**src/rtl/mult_share_arb_pkg.sv**
```systemverilog
// Shared types and widths for the two-requester shared-multiplier arbiter.
package mult_share_arb_pkg;

    localparam int OP_W   = 4;
    localparam int PROD_W = 8;

    typedef enum logic [1:0] {
        IDLE  = 2'd0,
        CALC  = 2'd1,
        STAGE = 2'd2,
        RESP  = 2'd3
    } state_t;

endpackage

```
**src/rtl/mult_share_arb_if.sv**
```systemverilog
// Request/response bundle between two requesters, the arbiter and one consumer.
interface mult_share_arb_if;
    import mult_share_arb_pkg::*;

    logic              req0_valid;
    logic              req1_valid;
    logic [OP_W-1:0]   req0_a;
    logic [OP_W-1:0]   req0_b;
    logic [OP_W-1:0]   req1_a;
    logic [OP_W-1:0]   req1_b;
    logic              req0_ready;
    logic              req1_ready;
    logic              rsp_valid;
    logic              rsp_ready;
    logic              rsp_id;
    logic [PROD_W-1:0] rsp_product;
    logic              busy;

    modport master (
        output req0_valid, req1_valid, req0_a, req0_b, req1_a, req1_b, rsp_ready,
        input  req0_ready, req1_ready, rsp_valid, rsp_id, rsp_product, busy
    );

    modport slave (
        input  req0_valid, req1_valid, req0_a, req0_b, req1_a, req1_b, rsp_ready,
        output req0_ready, req1_ready, rsp_valid, rsp_id, rsp_product, busy
    );

endinterface

```
**src/rtl/mult_share_arb_mul.sv**
```systemverilog
// Existing combinational 4x4 unsigned multiplier shared by both requesters.
module fourBitMultiplier (
    input  logic [3:0] A,
    input  logic [3:0] B,
    output logic [7:0] S
);

    assign S = {4'b0000, A} * {4'b0000, B};

endmodule

```
**src/rtl/mult_share_arb.sv**
```systemverilog
// Two-requester arbiter in front of one shared 4x4 multiplier.
// Define MULT_SHARE_ARB_STAGE_EN to add a pipeline stage after the multiplier.
module mult_share_arb
    import mult_share_arb_pkg::*;
#(
    parameter int PRIO_MODE = 0
) (
    input  logic           clk,
    input  logic           rst,
    mult_share_arb_if.slave bus
);

    state_t            state, state_nxt;
    logic              grant0, grant1, accept;
    logic              last_grant;
    logic [OP_W-1:0]   op_a, op_b;
    logic              op_id;
    logic [PROD_W-1:0] mul_s;
    logic [PROD_W-1:0] rsp_product_q;
    logic              rsp_id_q;
`ifdef MULT_SHARE_ARB_STAGE_EN
    logic [PROD_W-1:0] stage_product;
    logic              stage_id;
`endif

    fourBitMultiplier u_mul (
        .A (op_a),
        .B (op_b),
        .S (mul_s)
    );

    // NOTE: every always_comb output gets a default first so no latch is inferred.
    always_comb begin
        grant0 = 1'b0;
        grant1 = 1'b0;
        if (state == IDLE && !rst) begin
            if (PRIO_MODE != 0) begin
                grant0 = bus.req0_valid;
                grant1 = !bus.req0_valid && bus.req1_valid;
            end else if (bus.req0_valid && bus.req1_valid) begin
                grant0 = last_grant;
                grant1 = !last_grant;
            end else begin
                grant0 = bus.req0_valid;
                grant1 = bus.req1_valid;
            end
        end
    end

    assign accept = grant0 | grant1;

    // NOTE: sequential state uses non-blocking assignments so all registers update together.
    always_ff @(posedge clk) begin
        if (rst) state <= IDLE;
        else     state <= state_nxt;
    end

    always_comb begin
        state_nxt = state;
        case (state)
            IDLE: if (accept) state_nxt = CALC;
`ifdef MULT_SHARE_ARB_STAGE_EN
            CALC:  state_nxt = STAGE;
            STAGE: state_nxt = RESP;
`else
            CALC:  state_nxt = RESP;
`endif
            RESP: if (bus.rsp_ready) state_nxt = IDLE;
            default: state_nxt = IDLE;
        endcase
    end

    always_comb begin
        bus.req0_ready  = grant0;
        bus.req1_ready  = grant1;
        bus.rsp_valid   = (state == RESP);
        bus.busy        = (state != IDLE);
        bus.rsp_product = rsp_product_q;
        bus.rsp_id      = rsp_id_q;
    end

    always_ff @(posedge clk) begin
        if (rst) begin
            last_grant    <= 1'b1;
            op_a          <= '0;
            op_b          <= '0;
            op_id         <= 1'b0;
            rsp_product_q <= '0;
            rsp_id_q      <= 1'b0;
`ifdef MULT_SHARE_ARB_STAGE_EN
            stage_product <= '0;
            stage_id      <= 1'b0;
`endif
        end else begin
            if (accept) begin
                op_a       <= grant1 ? bus.req1_a : bus.req0_a;
                op_b       <= grant1 ? bus.req1_b : bus.req0_b;
                op_id      <= grant1;
                last_grant <= grant1;
            end
`ifdef MULT_SHARE_ARB_STAGE_EN
            if (state == CALC) begin
                stage_product <= mul_s;
                stage_id      <= op_id;
            end
            if (state == STAGE) begin
                rsp_product_q <= stage_product;
                rsp_id_q      <= stage_id;
            end
`else
            if (state == CALC) begin
                rsp_product_q <= mul_s;
                rsp_id_q      <= op_id;
            end
`endif
        end
    end

endmodule

```
**src/flat_wrapper.sv**
```systemverilog
// flat-port wrapper written by rule: the top's interface ports become plain ports
module mult_share_arb_flat import mult_share_arb_pkg::*;
#(
    parameter int PRIO_MODE = 0
)
  (clk, rst, bus_req0_valid, bus_req1_valid, bus_req0_a, bus_req0_b, bus_req1_a, bus_req1_b, bus_rsp_ready, bus_req0_ready, bus_req1_ready, bus_rsp_valid, bus_rsp_id, bus_rsp_product, bus_busy);
  mult_share_arb_if bus_i ();
  input  logic clk;
  input  logic rst;
  input wire logic [$bits(bus_i.req0_valid)-1:0] bus_req0_valid;
  input wire logic [$bits(bus_i.req1_valid)-1:0] bus_req1_valid;
  input wire logic [$bits(bus_i.req0_a)-1:0] bus_req0_a;
  input wire logic [$bits(bus_i.req0_b)-1:0] bus_req0_b;
  input wire logic [$bits(bus_i.req1_a)-1:0] bus_req1_a;
  input wire logic [$bits(bus_i.req1_b)-1:0] bus_req1_b;
  input wire logic [$bits(bus_i.rsp_ready)-1:0] bus_rsp_ready;
  output wire logic [$bits(bus_i.req0_ready)-1:0] bus_req0_ready;
  output wire logic [$bits(bus_i.req1_ready)-1:0] bus_req1_ready;
  output wire logic [$bits(bus_i.rsp_valid)-1:0] bus_rsp_valid;
  output wire logic [$bits(bus_i.rsp_id)-1:0] bus_rsp_id;
  output wire logic [$bits(bus_i.rsp_product)-1:0] bus_rsp_product;
  output wire logic [$bits(bus_i.busy)-1:0] bus_busy;
  assign bus_i.req0_valid = bus_req0_valid;
  assign bus_i.req1_valid = bus_req1_valid;
  assign bus_i.req0_a = bus_req0_a;
  assign bus_i.req0_b = bus_req0_b;
  assign bus_i.req1_a = bus_req1_a;
  assign bus_i.req1_b = bus_req1_b;
  assign bus_i.rsp_ready = bus_rsp_ready;
  assign bus_req0_ready = bus_i.req0_ready;
  assign bus_req1_ready = bus_i.req1_ready;
  assign bus_rsp_valid = bus_i.rsp_valid;
  assign bus_rsp_id = bus_i.rsp_id;
  assign bus_rsp_product = bus_i.rsp_product;
  assign bus_busy = bus_i.busy;
  mult_share_arb #(.PRIO_MODE(PRIO_MODE)) u_core (.clk(clk), .rst(rst), .bus(bus_i));
endmodule
```
**config.mk**
```make
export PLATFORM = sky130hd
export DESIGN_NAME = mult_share_arb_flat
export DESIGN_NICKNAME = d
export VERILOG_FILES = /design/src/rtl/mult_share_arb_pkg.sv /design/src/rtl/mult_share_arb_if.sv /design/src/rtl/mult_share_arb_mul.sv /design/src/rtl/mult_share_arb.sv /design/src/flat_wrapper.sv
export SDC_FILE = /design/constraint.sdc
export NUM_CORES = 1
export LEC_CHECK = 0
export ABC_AREA = 0
export BUFFER_PORTS_ARGS = -buffer_cell sky130_fd_sc_hd__buf_2
export CAP_MARGIN = 10
export CELL_PAD_IN_SITES_DETAIL_PLACEMENT = 0
export CELL_PAD_IN_SITES_GLOBAL_PLACEMENT = 1
export CORE_ASPECT_RATIO = 0.75
export CORE_MARGIN = 5
export CORE_UTILIZATION = 35
export CTS_CLUSTER_SIZE = 10
export DETAILED_ROUTE_END_ITERATION = 8
export PLACE_DENSITY_LB_ADDON = 0.2
export SLEW_MARGIN = 20
export SYNTH_ARGS = -nofsm -noshare
export SYNTH_HDL_FRONTEND = slang
export SYNTH_SLANG_ARGS = --single-unit
```
**constraint.sdc**
```tcl
create_clock -name clk -period 2.6 [get_ports clk]
set_input_delay 0.39 -clock clk [delete_from_list [all_inputs] [get_ports clk]]
set_output_delay 0.39 -clock clk [all_outputs]
set_load 0.005 [all_outputs]
```
-- After elaboration in Yosys (flattened, before gate mapping)
Cells that the tools add are included.
- multiply operators: 1
- multiplexer cells: 9
- bitwise logic cells: 1
- equality and inequality tests: 4
- reductions and logical operators: 7
- operator list (operator ; count):
    multiplier 4 x 4 -> 8 bit ; 1
    2-to-1 mux 4 bit ; 2
    one-hot mux 2 bit (3 select lines) ; 1
    2-to-1 mux 1 bit ; 4
    2-to-1 mux 2 bit ; 2
    equality test 2 x 1 -> 1 bit, second input constant ; 1
    equality test 2 bit, second input constant ; 1
    logical AND 1 bit ; 2
    zero test 1 bit ; 2
    zero test 2 bit ; 1
    inequality test 2 x 1 -> 1 bit, second input constant ; 1
    inequality test 2 bit, second input constant ; 1
    AND reduction 2 bit ; 1
    nonzero test 2 bit ; 1
    OR 1 bit ; 1
- logic and storage cells: 29
- bits in registers: 21

-- Logic depth before layout (Yosys ltp)
Gate-level depths: netlist of run 1.
- depth after elaboration: 6
- mapped depth: 8

-- Modules after synthesis
From an unflattened synthesis of run 1, not the netlist that was laid out.
- cell total of the unflattened synthesis: 162
- area, all modules: 1370.1 µm²
- by module, submodules not included (module ; times used ; cells an instance ; sequential area each (µm²) ; area each (µm²)):
    mult_share_arb ; 1 ; 111 ; 420.4 ; 905.9
    fourBitMultiplier ; 1 ; 51 ; 0.0 ; 464.2

-- Worst setup path before layout of run 1
Ideal clock, no wire load.
- path kind: reg2reg
- from: reg u_core.op_a[0]
- to: reg u_core.rsp_product_q[7] (netlist: u_core.bus.rsp_product[7])
- arrival: 2.556 ns
- data required time: 2.479 ns
- period minus slack after synthesis: 2.677 ns
- setup time: 0.121 ns
- path buffers: 0
- stages on the path, launching flop included: 9
- path slack: -0.077 ns
- path through: dfxtp_1 nand2_1 fa_1 inv_1 fa_1 ha_1 a211oi_1 o2111ai_1 nor3b_1
- cells in the longest elaborated chain, start to end: 1
- ends and longest elaborated chain (element ; line ; RTL):
    start: declaration ; mult_share_arb.sv:16 ; logic [OP_W-1:0] op_a, op_b;
    start signal: assignment ; mult_share_arb.sv:96 ; op_a <= grant1 ? bus.req1_a : bus.req0_a;
    multiplier 4 x 4 -> 8 bit ; mult_share_arb_mul.sv:8 ; assign S = {4'b0000, A} * {4'b0000, B};
    end signal: assignment ; mult_share_arb.sv:112 ; rsp_product_q <= mul_s;
    end: declaration ; mult_share_arb.sv:19 ; logic [PROD_W-1:0] rsp_product_q;
No other way between the ends.
A chain may end at the register's enable or synchronous reset.

-- Worst setup path in the final report of run 1
- from: reg u_core.op_a[0]
- to: reg u_core.rsp_product_q[6] (netlist: u_core.bus.rsp_product[6])
Same word-level chain as after synthesis.

==> results.toml, run 1 <==
[timing]
max_freq_mhz = 401.5
fin_crit_ns = 2.491
setup-violations-final = 0
finalCritPeriodShare_pct = 95.80
worstMarginPinSlew_ns = 0.7669
relSlewSlack_pct = 48.77
drv_slew = 0
hold_viol = 0
finalClockSkew_ns = 0.002348
whs_ns = 0.3995

[worst_setup_path]
critPathTopFamily = "adder cells"
startpoint_type = "register"
cp_slowest_cell = "fa_1"
arrival_ns = 2.70
critPathCaptureType = "register"
path_class = "reg2reg"
slowest_delay_ns = 0.54
path_cells = "nand2_1 -> fa_1 -> inv_1 -> fa_1 -> buf_4 -> fa_2 -> nand3_1 -> a2111o_1 -> nand3_1"
worstPathRequired_ns = 2.81
cp_max_fo = 2
path_buf_inv = 2

[yosys]
synth-async-reset-ratio_pct = 0
syn_area_sq_um = 1361
ys.flop_type = "dfxtp_1"
synth_cells = 158
yosysTopAreaCellShare_pct = 30.88
yosysMostFrequentCell = "dfxtp_1"
synth_cell_type_count = 37
syn_avg_cell_area_sq_um = 8.616
yosys_warnings = 0
synth_seq_cells = 21
synth_area_leaders = "dfxtp_1 (31%), ha_1 (11%), and2_1 (6.4%)"
synth-edff-count = 0
synth_nets = 195
synthTopCellsByCount = "dfxtp_1 (21), a21oi_1 (15), nand2_1 (15)"
yosysTopAreaCell = "dfxtp_1"
ys_seq_area_share_pct = 30.88

[layout]
finalNonFillerCells = 248
final_layout_size_suffix_gt1_share_pct = 28.06
diodes = 0
fin_area_sq_um = 1692
final_util_pct = 45.61
nets = 234
area_growth_pct = 24.26

[pwr]
p_sw_share_pct = 33.13
combPwrFrac_pct = 28.7
cellPowerDensity_nw_per_um2 = 507.4
p_leak_nw = 0.7573
switching_power_uw = 284.4
internal_power_uw = 573.9
clockPowerShare_pct = 25.8
vdd_drop_max_mv = 0.3360
seqPwrFrac_pct = 45.5
p_total_uw = 858.2

[route]
via_per_inst = 5.347
num_vias = 1326
wl_per_cell_um = 14.36
drc = 0
drt-met1-wl_um = 1813
drt-total-wl_um = 3562
dr.pass1.iters = 4
top_layer_used = "met4"
met3WireLength_um = 157
ant_nets = 0
dr.first_iter.drc_count = 57
dr_wl_met2_um = 1573

[cts]
cts_buffer_depth = 2
insertion_delay_ns = 0.26
cts_buffers = 3
cts_tree = "built"
root_buffer = "clkbuf_8"
cts.sinks = 21
cts_hold_buf = 0
clk_pin_slew_ns = 0.08
htreeDepth = 1

[placement]
gp_congestion = 0.8284
placed_area_sq_um = 1612
portBuffers = 33
dp.cells = 243
hpwl_um = 2688

[floorplanning]
start_util_pct = 36.71
die_w_um = 82.02
die_area_sq_um = 5250
ioPinCount = 34
rows = 19
die_y_um = 64.01
core_sq_um = 3709

[grt]
grt_pass1_wl_um = 5975
grt_max_degree = 22
grt_pass1_vias = 1290
grt_usage_pct = 14.42
gr-total-overflow = 0
antenna_found_initial = 0

[run]
drv_cap = 0

[status]
status = "finished clean"

[hold_path]
hold_path.class = "in2reg"
power groups by stage:
stage | sequential [mW] | combinational (mW) | clock (mW)
6_report | 0.391 | 0.246 | 0.221
5_1_grt | 0.397 | 0.279 | 0.245
4_1_cts | 0.389 | 0.240 | 0.233
3_5_place_dp | 0.396 | 0.239 | 0
3_3_place_gp | 0.395 | 0.235 | 0
2_1_floorplan | 0.392 | 0.156 | 0
state kept, by name (all words and copies together) (netlist names):
register,count
u_core.bus.rsp_id,1
u_core.bus.rsp_product,8
u_core.last_grant,1
u_core.op_a,4
u_core.op_b,4
u_core.op_id,1
u_core.state,2
layout by cell type, fill, tap and decap left out, types with 2 or more instances in the layout:
cell type  count
buf_2         33
dfxtp_1       17
nand2_1       15
a21oi_1       15
and2_1        14
nand3_1       13
ha_1          11
buf_4          9
o21ai_1        8
a311oi_1       8
nor2_1         6
inv_1          6
dfxtp_2        4
fa_1           3
clkbuf_8       3
or3_1          2
or2_1          2
nor2b_1        2
o2111ai_1      2
cell type report:
class                   count  area, sq um
inverters                   6        22.52
clock buffers               4        45.04
multi-input cells         123        900.9
fillers                   403         2017
flip-flops and latches     21        425.4
well taps                  52        65.06
repair buffers             42        232.7
routing by layer:
layer	vias to the layer above	global-route usage, %
li1	649	-
met1	641	20.95
met2	34	21.37
met3	2	4.073
met4	0	2.490
met5	-	0
what timing repair did:
item	4_1_cts	5_1_grt
setup buffers	0	1
resized for setup	0	7
pin swaps	1	3
hold endpoints to repair	0	0
endpoints found under the setup margin	1	5
cell families (layout without fill, tap and decap cells):
logic type | after synthesis | in the layout | synth area share [%]
AO/OA/AOI/OAI | 44 | 44 | 22.15
buffers and inverters | 14 | 52 | 4.963
AND/OR/NAND/NOR | 62 | 62 | 24.45
adder cells (fa/ha/maj) | 16 | 16 | 16.91
flip-flops | 21 | 21 | 30.88
XOR/XNOR | 1 | 1 | 0.6435
worst paths after layout:
kind	start	end	slack, ns	depth (start not counted)
min reg2reg	u_core.bus.rsp_product[1]$_SDFFE_PP0P_	u_core.bus.rsp_product[1]$_SDFFE_PP0P_	0.45	2
max	u_core.op_a[0]$_SDFFE_PP0P_	u_core.bus.rsp_product[6]$_SDFFE_PP0P_	0.11	9
max reg2reg	u_core.op_a[0]$_SDFFE_PP0P_	u_core.bus.rsp_product[6]$_SDFFE_PP0P_	0.11	9
min	bus_req1_a[0]	u_core.op_a[0]$_SDFFE_PP0P_	0.40	3
stage by stage:
| step | TNS, ns | worst slack (ns) |
|---|---|---|
| after floorplan | 0 | 0.03944 |
| after global placement | 0 | 0.02760 |
| after detailed placement | -0.01359 | -0.01359 |
| after CTS | 0 | 0.007983 |
| after global routing | -0.03456 | -0.03296 |
| final | 0 | 0.1091 |
worst register-to-register path: cells and delay by family, from the launching register on:
| family | cells | cell delay, ns |
|---|---|---|
| adder cells (fa/ha/maj) | 3 | 1.28 |
| flip-flops | 1 | 0.33 |
| AO/OA/AOI/OAI | 1 | 0.37 |
| AND/OR/NAND/NOR | 3 | 0.25 |
| buffers and inverters | 2 | 0.19 |
Power figures use the tool's default switching activity.
==> run 2: changes to the inputs <==
CTS_CLUSTER_SIZE = not set   (was 10)
PLACE_DENSITY_LB_ADDON = 0.1   (was 0.2)
==> run 2 against run 1 <==
- clock skew is 0.0021 ns higher
- clock power barely moved
- sequential power is essentially flat
- worst setup slack got worse by 0.0037 ns
- fmax fell by 0.15%
- utilization fell by 0.37 points
- critical path type unchanged
==> results.toml, run 2 (synthesized netlist as in run 1, its figures left out) <==
[pwr]
p_total_uw = 852.8
internal_power_uw = 573.5
seqPwrFrac_pct = 45.7
p_sw_share_pct = 32.75
p_leak_nw = 0.7594
clockPowerShare_pct = 25.7
combPwrFrac_pct = 28.6
switching_power_uw = 279.3
vdd_drop_max_mv = 0.2612
cellPowerDensity_nw_per_um2 = 508.3

[timing]
whs_ns = 0.3979
finalClockSkew_ns = 0.004426
worstMarginPinSlew_ns = 0.6309
fin_crit_ns = 2.495
rsz0062_at_grt = "yes"
drv_slew = 0
hold_viol = 0
finalCritPeriodShare_pct = 95.94
max_freq_mhz = 400.9
setup-violations-final = 0
relSlewSlack_pct = 57.85

[worst_setup_path]
ff2ff_setup_slack_ns = 0.11
cp_slowest_cell = "fa_1"
path_class = "reg2reg"
path_buf_inv = 1
reg2reg_depth = 8
path_cells = "nand2_1 -> fa_1 -> inv_1 -> fa_1 -> ha_1 -> a211oi_4 -> o2111ai_1 -> nor3b_1"
cp_num_cells = 8
crit_top_cell = "fa_1"
critPathCaptureType = "register"
critPathTopFamily = "adder cells"
startpoint_type = "register"
r2r-end = "u_core.bus.rsp_product[7]$_SDFFE_PP0P_"
reg2reg_from = "u_core.op_a[0]$_SDFFE_PP0P_"
arrival_ns = 2.65
slowest_delay_ns = 0.54
worstPathRequired_ns = 2.76
cp_max_fo = 4

[layout]
final_layout_size_suffix_gt1_share_pct = 27.04
seq_area_sq_um = 424.2
final_common_cell = "buf_2"
fillers = 396
diodes = 0
multi_input_area_sq_um = 888.4
area_growth_pct = 23.25
final_util_pct = 45.24
nets = 234
finalNonFillerCells = 248
largest_reg_flops = 8
layout_common_cells = "buf_2 (33), dfxtp_1 (18), nand2_1 (15), a21oi_1 (15), and2_1 (14)"

[route]
wl_per_cell_um = 13.62
ant_nets = 0
drc = 0
dr.first_iter.drc_count = 90
dr.pass1.iters = 4
drt-total-wl_um = 3377
num_vias = 1286
via_per_inst = 5.185

[hold_path]
min_to = "u_core.op_b[0]$_SDFFE_PP0P_"
min_from = "bus_req1_b[0]"
worstHoldPathCells = 3
hold_path.class = "in2reg"

[placement]
hpwl_um = 2656
gp_congestion = 0.8067
portBuffers = 33
dp.cells = 244

[cts]
root_buffer = "clkbuf_8"
cts_buffers = 3
cts.sinks = 21
clk_pin_slew_ns = 0.08
cts_tree = "built"
cts_buffer_depth = 2
htreeDepth = 1
insertion_delay_ns = 0.26

[grt]
gr-total-overflow = 0
antenna_found_initial = 0
grt_pass1_wl_um = 5720
grt_pass1_vias = 1269
grt_max_degree = 22
grt_usage_pct = 13.56

[floorplanning]
rows = 19
ioPinCount = 34
die_area_sq_um = 5250
start_util_pct = 36.71
die_w_um = 82.02
die_y_um = 64.01
core_sq_um = 3709

[status]
status = "finished clean"

[run]
drv_cap = 0
## run 2: cell counts in the layout (fill, tap and decap cells not counted)
Identical to the previous run, type by type.
## run 2: how the worst max path moves through the flow
stage                                startpoint                                     end
floorplan           u_core.op_a[0]$_SDFFE_PP0P_  u_core.bus.rsp_product[7]$_SDFFE_PP0P_
global placement    u_core.op_a[0]$_SDFFE_PP0P_  u_core.bus.rsp_product[7]$_SDFFE_PP0P_
detailed placement  u_core.op_a[0]$_SDFFE_PP0P_  u_core.bus.rsp_product[7]$_SDFFE_PP0P_
CTS                 u_core.op_a[0]$_SDFFE_PP0P_  u_core.bus.rsp_product[7]$_SDFFE_PP0P_
global route        u_core.op_a[0]$_SDFFE_PP0P_  u_core.bus.rsp_product[7]$_SDFFE_PP0P_
finish              u_core.op_a[0]$_SDFFE_PP0P_  u_core.bus.rsp_product[7]$_SDFFE_PP0P_
## run 2: layout make-up
class,count,area share [%]
clock buffer,4,2.685
inverter,6,1.342
multi-input combinational,123,52.95
sequential,21,25.28
tap,52,3.878
timing repair buffer,42,13.87
## run 2: worst min-delay path, delay by kind of cell
kind	cells	cell delay, ns
buffers and inverters	1	0.10
AND/OR/NAND/NOR	1	0.05
AO/OA/AOI/OAI	1	0.08
## run 2: repair_timing
| item | 4_1_cts | 5_1_grt |
|---|---|---|
| setup buffers | 0 | 0 |
| resized for setup | 0 | 5 |
| hold buffers | 0 | 0 |
| endpoints found under the setup margin | 0 | 4 |
## run 2: layer usage
layer / global-route usage [%] / routed length, um / part of all wire, %
met5: 0 / 0 / 0
met1: 19.93 / 1788 / 53
met2: 20.26 / 1416 / 42
met4: 1.245 / 13 / 0.38
met3: 3.933 / 158 / 4.7
## run 2: stage by stage
stage	setup WS, ns	setup TNS, ns	instance area [sq um]
global route	-0.01229	-0.01229	1678
detailed placement	0.01421	0	1619
finish	0.1055	0	1678
floorplan	0.03944	0	1366
global placement	0.04834	0	1619
CTS	0.009042	0	1664
## run 2: power groups by stage
stage	clock network (mW)	logic (mW)	registers [mW]
floorplan	0	0.156	0.392
global route	0.240	0.273	0.397
finish	0.219	0.244	0.390
detailed placement	0	0.243	0.396
global placement	0	0.241	0.396
CTS	0.231	0.243	0.389
